===== config.mk =====
export PLATFORM = sky130hd
export DESIGN_NAME = config_sequence_controller
export DESIGN_NICKNAME = d
export VERILOG_FILES = /design/src/rtl/config_sequence_controller.sv
export SDC_FILE = /design/constraint.sdc
export NUM_CORES = 1
export LEC_CHECK = 0
export ABC_AREA = 1
export CAP_MARGIN = 15
export CORE_MARGIN = 4
export CORE_UTILIZATION = 40
export DETAILED_ROUTE_END_ITERATION = 8
export PLACE_DENSITY = 0.67
export SLEW_MARGIN = 20
export SYNTH_ARGS = -nofsm -noshare
export SYNTH_HDL_FRONTEND = slang
export SYNTH_SLANG_ARGS = --single-unit
export TNS_END_PERCENT = 30

===== constraint.sdc =====
create_clock -name clk -period 2.05 [get_ports clk]
set_input_delay 0.3075 -clock clk [delete_from_list [all_inputs] [get_ports clk]]
set_output_delay 0.3075 -clock clk [all_outputs]
set_load 0.05 [all_outputs]

===== src/rtl/config_sequence_controller.sv =====
// Handshaked configuration sequencer: steps through NUM_STEPS go/done pairs,
// repeats a loop region until released, then runs a clear phase before completion.
module config_sequence_controller #(
  parameter int unsigned NUM_STEPS  = 10,
  parameter int unsigned LOOP_FIRST = 2,
  parameter int unsigned LOOP_LAST  = 9,
  parameter int unsigned TMO_W      = 16,
  parameter int unsigned ITER_W     = 8
) (
  input  logic                 clk,
  input  logic                 program_reset,
  input  logic                 start_process,
  input  logic                 abort,
  input  logic [NUM_STEPS-1:0] step_done,
  input  logic                 loop_exit,
  input  logic                 signals_cleared,
  input  logic [TMO_W-1:0]     timeout_limit,
  output logic [NUM_STEPS-1:0] step_go,
  output logic                 go_clear_signals,
  output logic                 end_process,
  output logic                 error,
  output logic [4:0]           current_step,
  output logic [ITER_W-1:0]    iteration_count
);

  typedef enum logic [2:0] {
    S_RUN, S_CLEAR, S_DONE, S_ERROR, S_IDLE
  } state_t;

  localparam logic [4:0] LF_IDX   = 5'(LOOP_FIRST);
  localparam logic [4:0] LL_IDX   = 5'(LOOP_LAST);
  localparam logic [4:0] LAST_IDX = 5'(NUM_STEPS - 1);

  state_t           state;
  logic [TMO_W-1:0] watchdog;
  logic             cur_done;
  logic             advance;
  logic             to_clear;
  logic             wrap;
  logic [4:0]       next_step;
  logic             wd_expire;

  // Only the handshake bit of the active step is visible to the sequencer.
  always_comb begin
    cur_done = 1'b0;
    for (int unsigned k = 0; k < NUM_STEPS; k++) begin
      if (current_step == 5'(k)) cur_done = step_done[k];
    end
  end

  // Loop_exit at LOOP_FIRST is checked ahead of the LOOP_LAST wrap so that a
  // single-step loop region still honours it.
  always_comb begin
    advance   = 1'b0;
    to_clear  = 1'b0;
    wrap      = 1'b0;
    next_step = current_step + 5'd1;
    if (current_step == '0) begin
      advance = cur_done && start_process;
    end else if (current_step == LF_IDX && loop_exit) begin
      advance  = 1'b1;
      to_clear = 1'b1;
    end else if (current_step == LL_IDX) begin
      advance   = cur_done;
      wrap      = 1'b1;
      next_step = LF_IDX;
    end else if (current_step == LAST_IDX) begin
      advance  = cur_done;
      to_clear = 1'b1;
    end else begin
      advance = cur_done;
    end
  end

  assign wd_expire = (timeout_limit != '0) && (watchdog == timeout_limit - TMO_W'(1));

  always_ff @(posedge clk or posedge program_reset) begin
    if (program_reset) begin
      state           <= S_RUN;
      current_step    <= '0;
      iteration_count <= '0;
      watchdog        <= '0;
    end else if (abort) begin
      state        <= S_IDLE;
      current_step <= '0;
      watchdog     <= '0;
    end else begin
      case (state)
        S_RUN: begin
          if (advance) begin
            watchdog <= '0;
            if (to_clear) begin
              state        <= S_CLEAR;
              current_step <= '0;
            end else begin
              current_step <= next_step;
              if (wrap && iteration_count != '1)
                iteration_count <= iteration_count + ITER_W'(1);
            end
          end else if (wd_expire) begin
            state        <= S_ERROR;
            current_step <= '0;
            watchdog     <= '0;
          end else begin
            watchdog <= watchdog + TMO_W'(1);
          end
        end
        S_CLEAR: begin
          watchdog <= '0;
          if (signals_cleared) state <= S_DONE;
        end
        S_DONE, S_ERROR: begin
          watchdog <= '0;
          if (!start_process) state <= S_IDLE;
        end
        S_IDLE: begin
          watchdog <= '0;
          if (start_process) begin
            state           <= S_RUN;
            current_step    <= '0;
            iteration_count <= '0;
          end
        end
        default: begin
          state        <= S_IDLE;
          current_step <= '0;
          watchdog     <= '0;
        end
      endcase
    end
  end

  always_comb begin
    step_go = '0;
    for (int unsigned k = 0; k < NUM_STEPS; k++) begin
      if (state == S_RUN && current_step == 5'(k)) step_go[k] = 1'b1;
    end
    go_clear_signals = (state == S_CLEAR);
    end_process      = (state == S_DONE);
    error            = (state == S_ERROR);
  end

endmodule


==> results.ini, run 1 <==
[logic_synthesis]
synth.distinct_cells=37
yosysWarnings=0
synth_area_leaders=dfrtp_1 (29%), nand2_1 (13%), inv_1 (8.3%)
synth_edf_count=0
netlist_area_sq_um=2800
yosysTopAreaCell=dfrtp_1
ys_seq_area_share_pct=28.6
synth.net_count=457
synthArstFlopShare_pct=100
synth_top_area_share_pct=28.6
postSynthCellCount=418
synthFlopType=dfrtp_1
ys_seq_elements=32
syn-mean-instance-area_sq_um=6.70

[routing]
routedWlPerCell_um=12.0
first_pass_iters=4
remaining_drc_errors=0
wl_um=7630
vias_per_cell=4.70
vias=2987
ant_nets=0
dr.first_iter.drc_count=99

[power_and_ir_drop]
powerDensity_nw_per_um2=711
ir_drop_mv=0.652
p_leak_uw=0.00202

[worst_setup_path]
arrival_ns=2.26
path_class=flip-flop to flip-flop
startpoint=current_step[0]
critPathRequiredTime_ns=2.22
critPathMaxFanout=5
crit_top_cell=nand2_1
cp_slowest_cell=dfrtp_2
path_cells=inv_2 > ha_4 > nand2_4 > nor2_4 > nand2_1 > nand3_1 > nand2_1 > nand2_1 > nand2_1 > nand2_1 > nand2_1 > nand2_1 > nand2_1 > nand2_2 > nand2_4 > a21oi_4 > nand2_4 > nand2_2 > nand2_1
regToRegStartpoint=current_step[0]
worstSetupEndpointType=flip-flop
max_stage_delay_ns=0.45
crit_path_start_kind=flip-flop

[min_path]
hp-class=input pin to asynchronous set/reset pin

[timing]
max_freq_mhz=478
grt_setup_unrepaired=true
setup_viol=11
final.period_utilization_pct=102
whs_ns=0.407
slew_headroom_pct=66.3
worstMarginPinSlew_ns=0.504
fin_skew_ns=0.00427
finalMaxSlewViolations=0
hold_viol=0
post-route-min-period_ns=2.09
finalWorstSetupSlack_ns=-0.0403

[final_layout]
regArea_sq_um=808
drive_gt1_share_pct=33.8
synthToLayoutAreaGrowth_pct=55.9
final_nets=577
antenna_cells=0
stdcell_count=635
fill_cells=602
multi_input_area_sq_um=1980

[global_route]
grt_pass1_wl_um=13000
grt_pass1_vias=2892
use_met1_pct=24.0
antenna_found_initial=0
met2_usage_pct=31.9
met3_usage_pct=3.28
grt_overflow_total=0
track_usage_pct=18.4
grt_max_degree=33
grt.busiest_layer=met2

[cts]
cts_max_level=2
clk_path_buf_depth=2
cts.clk_slew.worst_paths_ns=0.06
cts_buffers=5
clk_root_buffer_cell=clkbuf_8
clk-insertion-delay-late_ns=0.28
cts_tree=yes
cts_num_sinks=32
cts_hold_buf=0

[floorplanning]
start_util_pct=41.2
fp.dieH_um=91.7
dieArea_sq_um=8410
dieWidth_um=91.7
io_pins=58
core_sq_um=6790
rows=30

[place]
dpl_worst_slack_ns=-0.636
gp_congestion=0.888
hpwl_um=5940
dp_cells=620
portBuffers=57

[run]
cap_violations=0

[run_status]
violations=negative setup slack
status=finished, violations left

-- cells in the mapped netlist (3+ instances only) --
cell type and instances:
o21ai_0 6, nand4_1 8, or2_2 7, nor3_1 16, nand2_2 8, o21ai_1 3, ha_1 7, inv_1 62
xnor2_1 6, xor2_1 21, nor2_2 7, nor4_1 5, nand2_1 95, nor2_1 58, dfrtp_1 32, o21ai_2 9
nand3_1 37, inv_2 6
-- metal layers --
layer / part of all wire (%) / vias to the layer above
li1: - / 1563
met1: 46 / 1361
met2: 49 / 58
met3: 4.0 / 5
met4: 0.72 / 0
met5: 0 / -
-- placed cells by master, fill, tap and decap left out, drive strengths merged --
cell,instances
nand3b,2
dlygate4sd2,9
o21bai,2
nor2,66
inv,68
buf,69
ha,7
nor4,5
xor2,21
clkbuf,6
a31o,1
o21ai,18
or2,8
nor3b,4
nand3,41
nand2,105
clkdlybuf4s50,35
o211ai,1
bufinv,1
and3,1
a21oi,4
a31oi,1
nand4,8
nor3,16
clkinv,2
dfrtp,32
xnor2,6
-- final cells by class --
type / instances / share of cell area [%]
timing repair buffer: 113 / 24.8
sequential: 32 / 18.5
tap: 96 / 2.75
clock inverter: 2 / 0.802
inverter: 69 / 6.13
multi-input combinational: 317 / 45.3
clock buffer: 6 / 1.66
-- repair_timing --
item	in CTS	in global routing
pin swaps	21	6
setup buffers	4	2
gates cloned	1	0
endpoints found under the setup margin	42	42
gates resized for setup	29	29
-- path summary, 6_finish.rpt --
check / endpoint / slack, ns / cells past startpoint
worst max register to register: current_step[0] / -0.04 / 19
min in group clk: watchdog[0] / 0.53 / 2
worst min-delay path: watchdog[4] / 0.41 / 3
max in group asynchronous: current_step[3] / 1.33 / 3
worst max-delay path: current_step[0] / -0.04 / 19
worst min register to register: watchdog[0] / 0.53 / 2
-- logic make-up (layout without fill, tap and decap cells) --
| family | after synthesis | after routing | share of synthesized area (%) |
|---|---|---|---|
| flip-flops | 32 | 32 | 28.6 |
| AND/OR/NAND/NOR | 255 | 256 | 43.1 |
| XOR/XNOR | 27 | 27 | 8.44 |
| adder cells (fa/ha/maj) | 7 | 7 | 3.13 |
| AO/OA/AOI/OAI | 27 | 27 | 7.01 |
| buffers and inverters | 70 | 190 | 9.78 |
-- sequential cells by signal (all words and copies together) (netlist names) --
name and cells:
watchdog 16, iteration_count 8, current_step 5, state 3
-- critical path: cells and delay by family (launching register included) --
family / cells / cell delay, ns
compound gates: 1 / 0.20
simple gates: 16 / 1.07
flops: 1 / 0.45
fa+ha+maj: 1 / 0.14
buf+inv: 1 / 0.10
-- through the flow --
step / utilization [%] / cell area, sq um / total power, uW / setup TNS (ns)
global route: 64.3 / 4370 / 3300 / -4.45
detailed placement: 59.4 / 4040 / 2350 / -13.12
finish: 64.3 / 4370 / 3110 / -0.240
global placement: 59.4 / 4040 / 2320 / -11.67
CTS: 62.4 / 4240 / 3040 / -0.105
floorplan: - / 2900 / 1780 / -0.694
-- report_power, final --
group          switching, uW  internal (uW)
Clock                    230            360
Sequential              98.6            695
Combinational           1030            688
Total                   1360           1740
No activity file was read; power rests on OpenSTA's default activity.
==> inputs of run 2 (changes only) <==
SKIP_LAST_GASP = 1   (was default)
==> run 2 against run 1 <==
Net effect:
- the flow still finishes with violations (negative setup slack)
- routed wire length fell by 0.52%
- clock-buffer cell count is the same
- sequential power is 1% lower
- flip-flop and latch count unchanged
- fmax rose by 0.35%
- die area stayed put
- first-iteration DRC count decreased by 5.1%
- largest cell class unchanged
- non-clock buffer count stayed put
- combinational power barely moved
- power fell by 1.2%
- clock skew about the same
==> results.ini, run 2 (synthesized netlist as in run 1, its figures left out) <==
[run_status]
status=finished, violations left
violations=negative setup slack

[floorplanning]
rows=30  ; unchanged
core_sq_um=6790  ; unchanged
dieWidth_um=91.7  ; unchanged
start_util_pct=41.2  ; unchanged
io_pins=58  ; unchanged
fp.dieH_um=91.7  ; unchanged
dieArea_sq_um=8410  ; unchanged

[cts]
cts.clk_slew.worst_paths_ns=0.07  ; about the same
clk_root_buffer_cell=clkbuf_8
cts_num_sinks=32  ; unchanged
clk-insertion-delay-late_ns=0.28  ; about the same
cts_tree=yes
cts_buffers=5  ; unchanged
clk_path_buf_depth=2  ; unchanged
cts_max_level=2  ; unchanged

[global_route]
antenna_found_initial=0  ; unchanged
track_usage_pct=18.4  ; about the same
grt_pass1_vias=2896  ; +0.14%
grt_pass1_wl_um=13000  ; -0.11%
grt_max_degree=33  ; unchanged
grt_overflow_total=0  ; unchanged

[final_layout]
top_regs=watchdog x16, iteration_count x8, current_step x5
antenna_cells=0  ; unchanged
final_cell_mix=nand2_1 (90), buf_4 (57), inv_1 (53), nor2_1 (41)
final_nets=577  ; unchanged
largest-register=watchdog
mostFrequentLayoutCell=nand2_1
largest_reg_flops=16  ; unchanged
drive_gt1_share_pct=32.5  ; -1.3 points
stdcell_count=635  ; unchanged
synthToLayoutAreaGrowth_pct=54.1

[worst_setup_path]
critPathRequiredTime_ns=2.28  ; +0.06 ns
path_class=flip-flop to flip-flop
arrival_ns=2.31  ; +0.05 ns
critPathMaxFanout=4  ; -1
crit_path_start_kind=flip-flop
worstSetupEndpointType=flip-flop

[timing]
final.period_utilization_pct=102  ; -0.35 points
worstMarginPinSlew_ns=0.504  ; +0.000000358 ns
fin_skew_ns=0.00411  ; -0.000167 ns
setup_viol=13  ; +2
post-route-min-period_ns=2.08  ; -0.00726 ns
hold_viol=0  ; unchanged
grt_setup_unrepaired=true
slew_headroom_pct=66.3  ; unchanged
max_freq_mhz=480  ; +0.35%
whs_ns=0.407  ; -0.000294 ns
finalWorstSetupSlack_ns=-0.0330  ; +0.00726 ns
finalMaxSlewViolations=0  ; unchanged

[routing]
wl_um=7590  ; -0.52%
vias=3003  ; +0.54%
routedWlPerCell_um=12.0  ; -0.52%
vias_per_cell=4.73  ; +0.54%
remaining_drc_errors=0  ; unchanged
ant_nets=0  ; unchanged
first_pass_iters=5  ; +1
dr.first_iter.drc_count=94  ; -5.1%

[power_and_ir_drop]
powerDensity_nw_per_um2=711  ; about the same
p_total_uw=3070  ; -1.2%
ir_drop_mv=0.668  ; +2.5%
p_leak_uw=0.00200  ; -1.1%

[place]
portBuffers=57  ; unchanged
gp_congestion=0.888  ; unchanged
dpl_worst_slack_ns=-0.636  ; unchanged
hpwl_um=5940  ; unchanged
dp_cells=620  ; unchanged

[min_path]
hp-class=input pin to asynchronous set/reset pin

[run]
cap_violations=0  ; unchanged

==> run 2: report_power, final <==
part           total [uW]  internal, uW  switching [uW]  leakage [uW]
Sequential            786           694            91.6      0.000432
Clock                 590           360             229     0.0000552
Combinational        1690           673            1020       0.00151
==> run 2: final cells by class <==
cell class | instances | area [sq um]
Tap cell | 96 | 120
Clock inverter | 2 | 35.0
Timing Repair Buffer | 113 | 1080
Clock buffer | 6 | 72.6
Sequential cell | 32 | 807
Inverter | 69 | 268
Multi-Input combinational cell | 317 | 1930
Fill cell | 606 | 2480
==> run 2: critical path, cell delays in order (launching register included) <==
cell and delay [ns]:
dfrtp_2 0.45, inv_2 0.10, ha_4 0.14, nand2_4 0.07, nor2_4 0.10, nand2_1 0.07
nand3_1 0.07, nand2_1 0.05, nand2_1 0.06, nand2_1 0.05, nand2_1 0.05, nand2_1 0.04
nand2_1 0.05, nand2_1 0.06, nand2_2 0.09, nand2_4 0.10, a21oi_4 0.20, buf_6 0.12
nand4_1 0.08, nand2_1 0.07
==> run 2: through the flow <==
| stage | cell area [sq um] | setup TNS [ns] | utilization [%] |
|---|---|---|---|
| floorplan | 2900 | -0.694 | - |
| global placement | 4040 | -11.67 | 59.4 |
| detailed placement | 4040 | -13.12 | 59.4 |
| CTS | 4240 | -0.245 | 62.4 |
| global route | 4320 | -6.12 | 63.5 |
| finish | 4320 | -0.199 | 63.5 |
==> run 2: timing repair <==
| item | in CTS | in global routing |
|---|---|---|
| resized for setup | 27 | 20 |
| endpoints found under the hold margin | 0 | 0 |
| endpoints found under the setup margin | 42 | 42 |
| setup buffers | 4 | 2 |
| cloned | 1 | 0 |
| pin swaps | 21 | 6 |
| hold buffers | 0 | 0 |
==> run 2: worst paths after layout <==
| kind | slack [ns] | end | from | cells after the start |
|---|---|---|---|---|
| worst max-delay path | -0.03 | state[2] | current_step[0] | 19 |
| worst min-delay path | 0.41 | watchdog[4] | program_reset | 3 |
| worst max register to register | -0.03 | state[2] | current_step[0] | 19 |
| worst min register to register | 0.53 | watchdog[0] | watchdog[0] | 2 |
| max in group asynchronous | 1.33 | current_step[3] | program_reset | 3 |
| min in group clk | 0.53 | watchdog[0] | watchdog[0] | 2 |
==> run 2: per-layer routing <==
layer / GRT usage (%) / part of all wire [%] / up-vias
met1: 24.0 / 47 / 1372
met3: 3.28 / 3.7 / 7
met2: 31.6 / 48 / 57
li1: - / - / 1567
met4: 4.15 / 0.99 / 0
met5: 0 / 0 / -
